`config.mk`:
```
export PLATFORM = sky130hd
export DESIGN_NAME = uart_key_decoder
export DESIGN_NICKNAME = d
export VERILOG_FILES = /design/src/rtl/game_pkg.sv /design/src/rtl/uart_rx_core.sv /design/src/rtl/uart_key_decoder.sv
export SDC_FILE = /design/constraint.sdc
export NUM_CORES = 1
export LEC_CHECK = 0
export BUFFER_PORTS_ARGS = -buffer_cell sky130_fd_sc_hd__clkbuf_2
export CORE_MARGIN = 8
export CORE_UTILIZATION = 30
export DETAILED_ROUTE_END_ITERATION = 7
export PLACE_DENSITY = 0.47
export SETUP_SLACK_MARGIN = 0.15
export SYNTH_ARGS = -nofsm -noshare
export SYNTH_HDL_FRONTEND = slang
export SYNTH_HIERARCHICAL = 1
export SYNTH_SLANG_ARGS = --single-unit
```
`constraint.sdc`:
```
create_clock -name clk -period 2.74 [get_ports clk]
set_input_delay 0.548 -clock clk [delete_from_list [all_inputs] [get_ports clk]]
set_output_delay 0.548 -clock clk [all_outputs]
set_load 0.1 [all_outputs]
```
`src/rtl/game_pkg.sv`:
```
// Key codes shared by the keyboard front end, the game state machine and player logic,
// plus the serial receiver state encoding and the ASCII-to-key map.
package game_pkg;

  localparam logic [3:0] KEY_NONE    = 4'b0000;
  localparam logic [3:0] KEY_UP      = 4'b0001;
  localparam logic [3:0] KEY_DOWN    = 4'b0010;
  localparam logic [3:0] KEY_LEFT    = 4'b0011;
  localparam logic [3:0] KEY_RIGHT   = 4'b0100;
  localparam logic [3:0] KEY_CONFIRM = 4'b0101;
  localparam logic [3:0] KEY_CANCEL  = 4'b0110;

  // RX_BREAK holds off re-triggering while the line sits low after a bad stop bit.
  typedef enum logic [2:0] {
    RX_IDLE,
    RX_START,
    RX_DATA,
    RX_STOP,
    RX_BREAK
  } rxState_e;

  function automatic logic [3:0] mapKey(input logic [7:0] rxChar);
    case (rxChar)
      8'h77, 8'h57: mapKey = KEY_UP;       // w W
      8'h73, 8'h53: mapKey = KEY_DOWN;     // s S
      8'h61, 8'h41: mapKey = KEY_LEFT;     // a A
      8'h64, 8'h44: mapKey = KEY_RIGHT;    // d D
      8'h0D, 8'h20: mapKey = KEY_CONFIRM;  // CR, space
      8'h78, 8'h58: mapKey = KEY_CANCEL;   // x X
      default:      mapKey = KEY_NONE;
    endcase
  endfunction

endpackage

```
`src/rtl/uart_rx_core.sv`:
```
// 8N1 serial receiver: 2-flop synchroniser, mid-bit sampling FSM, one-clock byteValid
// and frameErr strobes.
module uart_rx_core
  import game_pkg::*;
#(
  parameter int CLK_FREQ = 100_000_000,
  parameter int BAUD     = 9600
) (
  input  logic       clk,
  input  logic       reset,
  input  logic       rx,
  output logic [7:0] rxData,
  output logic       byteValid,
  output logic       frameErr
);

  localparam int DIV = CLK_FREQ / BAUD;
  localparam int CW  = $clog2(DIV);
  localparam logic [CW-1:0] BIT_LAST  = CW'(DIV - 1);
  localparam logic [CW-1:0] HALF_LAST = CW'(DIV / 2 - 1);

  logic          rxMeta, rxSync;
  rxState_e      state, stateNext;
  logic [CW-1:0] baudCnt, baudCntNext;
  logic [2:0]    bitCnt, bitCntNext;
  logic [7:0]    shiftReg, shiftNext;
  logic          byteValidNext, frameErrNext;

  // NOTE: synchroniser flops reset to 1 (line idle) so reset release never looks like a start bit.
  always_ff @(posedge clk or posedge reset) begin
    if (reset) begin
      rxMeta <= 1'b1;
      rxSync <= 1'b1;
    end else begin
      rxMeta <= rx;
      rxSync <= rxMeta;
    end
  end

  // NOTE: state registers use non-blocking assignments only; all next values come from the comb block.
  always_ff @(posedge clk or posedge reset) begin
    if (reset) begin
      state     <= RX_IDLE;
      baudCnt   <= '0;
      bitCnt    <= '0;
      shiftReg  <= '0;
      byteValid <= 1'b0;
      frameErr  <= 1'b0;
    end else begin
      state     <= stateNext;
      baudCnt   <= baudCntNext;
      bitCnt    <= bitCntNext;
      shiftReg  <= shiftNext;
      byteValid <= byteValidNext;
      frameErr  <= frameErrNext;
    end
  end

  // NOTE: every comb output gets a default first so no path can infer a latch.
  always_comb begin
    stateNext     = state;
    baudCntNext   = baudCnt;
    bitCntNext    = bitCnt;
    shiftNext     = shiftReg;
    byteValidNext = 1'b0;
    frameErrNext  = 1'b0;
    unique case (state)
      RX_IDLE: begin
        if (!rxSync) begin
          stateNext   = RX_START;
          baudCntNext = '0;
        end
      end
      RX_START: begin
        if (baudCnt == HALF_LAST) begin
          baudCntNext = '0;
          bitCntNext  = '0;
          stateNext   = rxSync ? RX_IDLE : RX_DATA;
        end else begin
          baudCntNext = baudCnt + CW'(1);
        end
      end
      RX_DATA: begin
        if (baudCnt == BIT_LAST) begin
          baudCntNext = '0;
          shiftNext   = {rxSync, shiftReg[7:1]};
          if (bitCnt == 3'd7) stateNext = RX_STOP;
          else                bitCntNext = bitCnt + 3'd1;
        end else begin
          baudCntNext = baudCnt + CW'(1);
        end
      end
      RX_STOP: begin
        if (baudCnt == BIT_LAST) begin
          baudCntNext = '0;
          if (rxSync) begin
            byteValidNext = 1'b1;
            stateNext     = RX_IDLE;
          end else begin
            frameErrNext = 1'b1;
            stateNext    = RX_BREAK;
          end
        end else begin
          baudCntNext = baudCnt + CW'(1);
        end
      end
      RX_BREAK: begin
        if (rxSync) stateNext = RX_IDLE;
      end
      default: stateNext = RX_IDLE;
    endcase
  end

  assign rxData = shiftReg;

endmodule

```
`src/rtl/uart_key_decoder.sv`:
```
// Serial keyboard front end: receives bytes, maps game keys to 4-bit codes and
// stretches each code to HOLD_CYCLES clocks on the keyboard port.
module uart_key_decoder
  import game_pkg::*;
#(
  parameter int CLK_FREQ    = 100_000_000,
  parameter int BAUD        = 9600,
  parameter int HOLD_CYCLES = 1
) (
  input  logic       clk,
  input  logic       reset,
  input  logic       rx,
  output logic [3:0] keyboard,
  output logic       keyValid,
  output logic [7:0] rxByte,
  output logic       frameErr
);

  localparam int HW = $clog2(HOLD_CYCLES + 1);
  localparam logic [HW-1:0] HOLD_LOAD = HW'(HOLD_CYCLES);

  logic [7:0]    rxData;
  logic          byteValid;
  logic [3:0]    keyCode;
  logic [HW-1:0] holdCnt;

  uart_rx_core #(
    .CLK_FREQ(CLK_FREQ),
    .BAUD    (BAUD)
  ) rxCore (
    .clk      (clk),
    .reset    (reset),
    .rx       (rx),
    .rxData   (rxData),
    .byteValid(byteValid),
    .frameErr (frameErr)
  );

  assign keyCode = mapKey(rxData);

  // A new mapped key restarts the pulse; unmapped bytes leave a running pulse alone.
  always_ff @(posedge clk or posedge reset) begin
    if (reset) begin
      keyboard <= KEY_NONE;
      holdCnt  <= '0;
      rxByte   <= '0;
    end else begin
      if (byteValid) rxByte <= rxData;
      if (byteValid && keyCode != KEY_NONE) begin
        keyboard <= keyCode;
        holdCnt  <= HOLD_LOAD;
      end else if (holdCnt != '0) begin
        holdCnt <= holdCnt - HW'(1);
        if (holdCnt == HW'(1)) keyboard <= KEY_NONE;
      end
    end
  end

  assign keyValid = (keyboard != KEY_NONE);

endmodule
```
Yosys cells after proc, flatten, opt, wreduce, memory -nomap -nowiden. Cells that the tools add are included.

$lt $le $gt $ge: 0. Reductions and logical operators: 18. Bitwise gates (word level): 0. Mux-type cells: 28. Eq/ne operators: 26. Divide/modulo/power cells: 0. Shift-type cells: 0. Multiply operators: 0. $add $sub $neg: 3.

Operators with widths (number): 8-bit by 7-bit equality test with 1-bit output, second input constant (10); 14-bit two-way mux (3); 14-bit case mux with 3 select lines (1); 3-bit two-way mux (10); 3-bit case mux with 6 select lines (1); 3-bit case mux with 5 select lines (1); 14-bit by 1-bit adder with 14-bit output, second input constant (1); 14-bit by 13-bit equality test with 1-bit output, second input constant (1); 14-bit equality test, second input constant (1); 2-bit OR reduction (7); 2-bit by 1-bit != test with 1-bit output, second input constant (5); 8-bit by 4-bit equality test with 1-bit output, second input constant (1); 8-bit by 6-bit equality test with 1-bit output, second input constant (1); 1-bit two-way mux (8); 4-bit two-way mux (2); 4-bit nonzero test (2); 3-bit by 2-bit equality test with 1-bit output, second input constant (2); 3-bit equality test, second input constant (2); 3-bit case mux with 2 select lines (1); 6-bit AND reduction (1); 2-bit != test, second input constant (2); 2-bit AND reduction (2); 4-bit AND reduction (1); 2-bit nonzero test (2); 7 further kinds (7).

Bits in read-only memories: 0. Logic and storage cells: 86. Bits of input ports: 3. Register bits: 45. Bits in writable memories: 0. Memories kept: 0. Latch bits: 0.

Longest topological paths before layout. Gate-level depths: netlist of the first run.

Depth in word-level cells: 6. Mapped depth: 8. Mapped depth without buffers: 6.

By module. The synthesis of the first run kept the hierarchy.

By module, submodules not included: uart_rx_core (times used 1, sequential area each 803.3 sq um, cells an instance 160, area an instance 1640.3 sq um); uart_key_decoder (times used 1, sequential area each 300.3 sq um, cells an instance 62, area an instance 676.9 sq um).

Worst setup path after synthesis of the first run. Ideal clock, no wire load.

Kind: register to output. Start: register keyboard[2]. End: output keyValid. Path slack: 0.459 ns. Data required time: 2.192 ns. Cell stages (with the launch flop): 2. Path buffers: 0. Arrival time: 1.733 ns. Path through: dfrtp_1 or3_1.

Word-level cells in the longest chain between the ends: 1.

RTL lines: start: declaration (RTL line uart_key_decoder.sv:13) `output logic [3:0] keyboard,`; start signal: assignment (RTL line uart_key_decoder.sv:50) `keyboard <= keyCode;`; 4-bit nonzero test (RTL line uart_key_decoder.sv:59) `assign keyValid = (keyboard != KEY_NONE);`; end: declaration (RTL line uart_key_decoder.sv:14) `output logic keyValid,`.

Every way passes these cells.

Worst setup path after layout of the first run.
Start: register rxCore.baudCnt[8]. End: register rxCore.bitCnt[0].

Word-level cells in the longest chain between the ends: 3.

RTL lines: start: declaration (RTL line uart_rx_core.sv:24) `logic [CW-1:0] baudCnt, baudCntNext;`; start signal: assignment (RTL line uart_rx_core.sv:51) `baudCnt <= baudCntNext;`; 14-bit equality test or 14-bit by 13-bit equality test with 1-bit output (tied branches) (RTL line uart_rx_core.sv:84, uart_rx_core.sv:75); 2-bit by 1-bit != test with 1-bit output (no line); 4-bit AND reduction (no line) (*); end signal: assignment (RTL line uart_rx_core.sv:52) `bitCnt <= bitCntNext;`; end: declaration (RTL line uart_rx_core.sv:25) `logic [2:0] bitCnt, bitCntNext;`.

Mark *: on every way between the ends. The rest lies on a longest branch, timed or not. A chain may end at the register's enable or synchronous reset.

==> reports/metrics.yaml, run 1 <==
detailed_routing:
  first_pass_iters: 4
  vias_per_cell: 5.01
  vias: 1687
  ant_nets: 0
  route.detailed.drc: 0
  wire_per_inst_microns: 14.0
  drtIter0Drc: 72
  wl_mm: 4.72
floorplanning:
  start_util: 0.305
  die_h_microns: 104
  num_io_pins: 17
  fp-row-count: 32
  core-area_sq_mm: 0.00761
  die_w_microns: 104
  die_area_sq_mm: 0.0108
power:
  combinationalPowerShare: 0.018
  clkPwrFrac: 0.461
  p_seq_frac: 0.521
  net-switching-power_w: 0.000240
  leakagePower_nw: 1.21
  power_density_mw_per_mm2: 481
  vdd_ir_drop_max_mv: 0.170
  p_int_w: 0.00101
  sw_frac_of_total: 0.192
sta:
  fin_skew_ps: 10.4
  fin_crit_sh: 0.815
  setup_violations: 0
  slew_headroom: 0.634
  fin_tns_setup_ps: 0
  max_freq_mhz: 448
  finalHoldViolCount: 0
  period_needed_ps: 2230
  grt_setup_unrepaired: "no"
  worstMarginPinSlew_ps: 551
  setup_slack_ps: 507
  drv_slew: 0
synthesis:
  synth_seq_cells: 44
  yosys-top-cells-area: "dfrtp_1 (45%), mux2_2 (7.8%), nand2_1 (2.8%)"
  synth.yosys.warnings: 6
  ys_seq_area_frac: 0.476
  syn_inst: 222
  postSynth.asyncResetShare: 1.00
  synth_top_cell_area_share: 0.454
  syn-num-nets: 228
  syn_avg_cell_area_sq_um: 10.4
  yosysTopAreaCell: "dfrtp_1"
  syn_area_sq_mm: 0.00232
  synth_common_cells: "dfrtp_1 (42), nand2_1 (17), mux2_2 (16)"
  synth-edff-count: 0
  synth-main-ff-cell: "dfrtp_1"
  yosysUniqueCellTypes: 54
  yosysMostFrequentCell: "dfrtp_1"
worst_hold_path:
  hp-class: "in -> async"
setup_path:
  rr_worst_depth: 5
  path_depth: 5
  worstSetupPathType: "reg -> reg"
  worstPathMaxFanout: 5
  cpMaxStageDelayCell: "or4b_4"
  critPathTopFamily: "simple AND/OR/NAND/NOR gates"
  crit_path_start_kind: "register"
  cp-end-kind: "register"
  path_cells: "or4b_4 -> nor4_4 -> nor2b_1 -> or3_4 -> mux2_4"
  cp.required_ps: 2910
  crit_buf_inv: 0
  slowest_delay_ps: 550
  arrival_ps: 2410
grt:
  grt_max_degree: 33
  gr-usage-all-layers: 0.0921
  grt_overflow_total: 0
  antenna_found_initial: 0
  grt_pass1_wl_mm: 8.41
  grt_pass1_vias: 1659
finish:
  syn_to_final_growth_pct: 12.4
  drive_above_1_share: 0.217
  finish.instance_area_sq_mm: 0.00260
  diodes: 0
  nets: 241
flow_run:
  cap_violations: 0
clock_tree:
  cts_sinks: 44
  clk_path_buf_depth: 2
  hold_buffers: 0
  post_cts_buffers: 0
  cts-root-buf: "clkbuf_8"
  cts_buffers: 5
  cts_tree: "done"
  htreeDepth: 2
  path_clk_slew_ps: 90
  ctsResizeCount: 0
  worstSkewPairLatency_ps: 290
placed_design:
  placed_area_sq_mm: 0.00247
  gp_congestion: 0.798
  dp_worst_setup_slack_ps: 522
  hpwl_mm: 3.25
  numPortBuffers: 15
run_status:
  status: "finished, final reports clean"
-- final timing paths --
| path | from | end | slack (ps) |
|---|---|---|---|
| setup / recovery | rxCore/baudCnt[8]$_DFFE_PP0P_ | rxCore/bitCnt[0]$_DFFE_PP0P_ | 510 |
| hold / removal | reset | rxByte[1]$_DFFE_PP0P_ | 240 |
| setup reg to reg | rxCore/baudCnt[8]$_DFFE_PP0P_ | rxCore/bitCnt[0]$_DFFE_PP0P_ | 510 |
| hold reg to reg | rxCore/rxMeta$_DFF_PP1_ | rxCore/rxSync$_DFF_PP1_ | 360 |
| max in group asynchronous | reset | rxCore/rxSync$_DFF_PP1_ | 2060 |
| min in group clk | rx | rxCore/rxMeta$_DFF_PP1_ | 340 |
-- cells by family (layout without fill, tap and decap cells) --
| logic type | Yosys count | after routing | synth area share |
|---|---|---|---|
| simple gates | 81 | 81 | 0.222 |
| compound gates | 48 | 48 | 0.134 |
| xor+xnor | 2 | 2 | 0.00756 |
| other cells | 1 | 1 | 0.00162 |
| mux | 19 | 19 | 0.0929 |
| flops | 44 | 44 | 0.476 |
| fa+ha+maj | 3 | 3 | 0.0162 |
| buf+inv | 24 | 37 | 0.0486 |
-- flip-flops by register name, summed over array words and instances, names as in the netlist, 3 cells and up --
signal,flops
rxCore/baudCnt,14
rxCore/rxData,8
keyboard,3
rxCore/state,3
rxCore/bitCnt,3
rxByte,8
-- power groups by stage --
| stage | logic [W] | clock network [W] | registers [W] |
|---|---|---|---|
| floorplan | 0.0000174 | 0 | 0.000665 |
| global placement | 0.0000234 | 0 | 0.000666 |
| detailed placement | 0.0000236 | 0 | 0.000666 |
| CTS | 0.0000237 | 0.000607 | 0.000653 |
| global route | 0.0000257 | 0.000631 | 0.000654 |
| finish | 0.0000221 | 0.000578 | 0.000653 |
-- metal layers --
| metal | share of wire | GRT usage | vias up |
|---|---|---|---|
| met4 | 0.0061 | 0.0259 | 0 |
| met2 | 0.46 | 0.147 | 30 |
| met5 | 0 | 0 | - |
| met3 | 0.047 | 0.0266 | 4 |
| met1 | 0.48 | 0.118 | 810 |
| li1 | - | - | 843 |
-- layout make-up --
class	instances	area, sq um
clock inverter	2	60.1
fill	781	5000
timing repair buffer	18	97.6
inverter	12	45.0
multi-input combinational	154	1100
tap	102	128
sequential	44	1100
clock buffer	5	68.8
-- stage by stage --
| step | power [W] | std cells | hold slack [ps] | util |
|---|---|---|---|---|
| finish | 0.00125 | 337 | 239 | 0.342 |
| global route | 0.00131 | 337 | 270 | 0.342 |
| CTS | 0.00128 | 337 | 247 | 0.342 |
| detailed placement | 0.000690 | 330 | 349 | 0.325 |
| global placement | 0.000690 | 330 | 346 | 0.325 |
| floorplan | 0.000683 | 222 | 345 | - |
-- cell usage in the layout, fill, tap and decap left out, drive strengths merged, types with 3 or more instances in the layout --
master and instances:
nand3 6, and4 3, and4b 4, o21ai 11
buf 3, a22o 4, nand2 17, mux2 17
nor2 11, inv 12, nor4b 4, clkbuf 20
nor3 7, a31oi 8, nand2b 3, and3 4
ha 3, nor2b 5, dfrtp 42, or3 4
a21oi 12
Power figures use the tool's default switching activity.
==> run 2: changes to the inputs <==
==> constraint.sdc (replaced) <==
create_clock -name clk -period 2.3 [get_ports clk]
set_input_delay 0.46 -clock clk [delete_from_list [all_inputs] [get_ports clk]]
set_output_delay 0.46 -clock clk [all_outputs]
set_load 0.1 [all_outputs]
==> run 2 against run 1 <==
Wire length increased by 6.2%; final area increased by 5.2%; fmax grew 8.1%; hold slack got worse by 100 ps; non-clock buffer count increased by 16; flip-flop and latch count unchanged; register-to-register slack lost 270 ps; total power rose by 15%; clock skew is essentially flat; largest cell class is now multi-input combinational cells; largest power group unchanged.
==> reports/metrics.yaml, run 2 (synthesis gave the netlist of run 1 again) <==
setup_path:
  path_cells: "or4b_4 -> nor4_4 -> nor2b_1 -> or3_4 -> mux2_4"
  arrival_ps: 2260  # -150 ps
  worstSetupPathType: "reg -> reg"
  slowest_delay_ps: 530  # -20 ps
  crit_buf_inv: 0  # unchanged
  cp.required_ps: 2500  # -410 ps
  cp-end-kind: "register"
  critPathTopFamily: "simple AND/OR/NAND/NOR gates"
  reg2reg_from: "rxCore/baudCnt[8]$_DFFE_PP0P_"
  cpMaxStageDelayCell: "or4b_4"
  startpoint: "rxCore/baudCnt[8]$_DFFE_PP0P_"
  crit_path_start_kind: "register"
  worstPathMaxFanout: 4  # -1
  ff2ff_setup_slack_ps: 230  # -270 ps
sta:
  period_needed_ps: 2070  # -168 ps
  setup_violations: 0  # unchanged
  fin_tns_setup_ps: 0  # unchanged
  fin_crit_sh: 0.898  # +0.0830
  max_freq_mhz: 484  # +8.1%
  slew_headroom: 0.636  # +0.00129
  worstMarginPinSlew_ps: 549  # -1.94 ps
  fin_skew_ps: 10.2  # -0.201 ps
  finalHoldViolCount: 0  # unchanged
  grt_setup_unrepaired: "yes"
  drv_slew: 0  # unchanged
detailed_routing:
  wire_per_inst_microns: 14.2  # +1.1%
  wl_mm: 5.02  # +6.2%
  first_pass_iters: 4  # unchanged
  vias: 1788  # +6.0%
  route.detailed.drc: 0  # unchanged
  ant_nets: 0  # unchanged
  vias_per_cell: 5.05  # +0.90%
  drtIter0Drc: 49  # -32%
finish:
  syn_to_final_growth_pct: 18.3
  nets: 257  # +6.6%
  final_cells: 354  # +5.0%
  mostFrequentLayoutCell: "dfrtp_1"
  regMostFlops: "rxCore/baudCnt"
  drive_above_1_share: 0.286  # +0.0687
  final_cell_mix: "dfrtp_1 (42), buf_4 (18), nand2_1 (17)"
  largest_register_ffs: 14  # unchanged
  fin_util: 0.360  # +0.0179
  diodes: 0  # unchanged
power:
  sw_frac_of_total: 0.212  # +0.0207
  power_density_mw_per_mm2: 526  # +9.2%
  net-switching-power_w: 0.000306  # +27%
  combinationalPowerShare: 0.018  # about the same
  leakagePower_nw: 1.30  # +7.3%
  vdd_ir_drop_max_mv: 0.338  # +99%
  p_int_w: 0.00113  # +12%
  clkPwrFrac: 0.441  # -0.020
  p_seq_frac: 0.540  # +0.019
grt:
  grt_pass1_vias: 1651  # -0.48%
  grt_overflow_total: 0  # unchanged
  antenna_found_initial: 0  # unchanged
  grt_max_degree: 33  # unchanged
  gr-usage-all-layers: 0.0934  # +0.00131
  grt_pass1_wl_mm: 8.46  # +0.57%
clock_tree:
  clk_path_buf_depth: 2  # unchanged
  cts_tree: "done"
  hold_buffers: 0  # unchanged
  cts_sinks: 44  # unchanged
  cts-root-buf: "clkbuf_8"
  worstSkewPairLatency_ps: 300  # about the same
  htreeDepth: 2  # unchanged
  cts_buffers: 5  # unchanged
  path_clk_slew_ps: 90  # about the same
floorplanning:
  start_util: 0.305  # unchanged
  fp-row-count: 32  # unchanged
  die_w_microns: 104  # unchanged
  die_h_microns: 104  # unchanged
  num_io_pins: 17  # unchanged
  core-area_sq_mm: 0.00761  # unchanged
  die_area_sq_mm: 0.0108  # unchanged
placed_design:
  gp_congestion: 0.802  # +0.51%
  numPortBuffers: 15  # unchanged
  hpwl_mm: 3.37  # +3.8%
  numPlacedInstances: 337  # +2.1%
run_status:
  status: "finished, final reports clean"
flow_run:
  cap_violations: 0  # unchanged
worst_hold_path:
  hp-class: "in -> async"
[run 2: cell count changes in the layout (fill, tap and decap cells not counted), sizes merged]
cell    previous run  this run
clkinv             0         1
buf                3        19
clkbuf            20        21
bufinv             2         1
[run 2: layout make-up]
class                           count  area (sq um)
Multi-Input combinational cell    154          1130
Tap cell                          102           128
Clock inverter                      2          38.8
Timing Repair Buffer               34           215
Fill cell                         777          4870
Sequential cell                    44          1100
Inverter                           12          45.0
Clock buffer                        6          82.6
[run 2: repair_timing]
item                                    CTS  global route
endpoints found under the setup margin    0            10
endpoints found under the hold margin     0             0
resized for setup                         0             7
setup buffers                             0             8
[run 2: metrics by stage]
step / hold WS (ps) / total power, W / worst slack (ps) / instance area [sq um]
2_1_floorplan: 325 / 0.000813 / 166 / 2320
6_report: 138 / 0.00144 / 235 / 2740
3_5_place_dp: 348 / 0.000822 / 161 / 2530
3_3_place_gp: 347 / 0.000822 / 183 / 2530
5_1_grt: 165 / 0.00150 / 134 / 2740
4_1_cts: 141 / 0.00147 / 161 / 2650
[run 2: path summary, 6_finish.rpt]
kind / to / cells after the start
worst min register to register: rxCore/rxSync$_DFF_PP1_ / 0
worst max register to register: rxCore/bitCnt[0]$_DFFE_PP0P_ / 5
worst max-delay path: rxCore/bitCnt[0]$_DFFE_PP0P_ / 5
min in group clk: rxCore/rxMeta$_DFF_PP1_ / 1
worst min-delay path: rxByte[1]$_DFFE_PP0P_ / 2
max in group asynchronous: rxCore/rxMeta$_DFF_PP1_ / 3
[run 2: layer usage]
layer / vias up / track usage / share of wire
li1: 879 / - / -
met1: 869 / 0.116 / 0.46
met2: 31 / 0.152 / 0.48
met3: 9 / 0.0254 / 0.045
met4: 0 / 0.0331 / 0.016
met5: - / 0 / 0
[run 2: power groups by stage]
stage,sequential [W],combinational (W),clock [W]
6_report,0.000778,0.0000265,0.000635
5_1_grt,0.000779,0.0000306,0.000693
4_1_cts,0.000779,0.0000280,0.000659
3_5_place_dp,0.000794,0.0000280,0
3_3_place_gp,0.000794,0.0000280,0
2_1_floorplan,0.000793,0.0000208,0
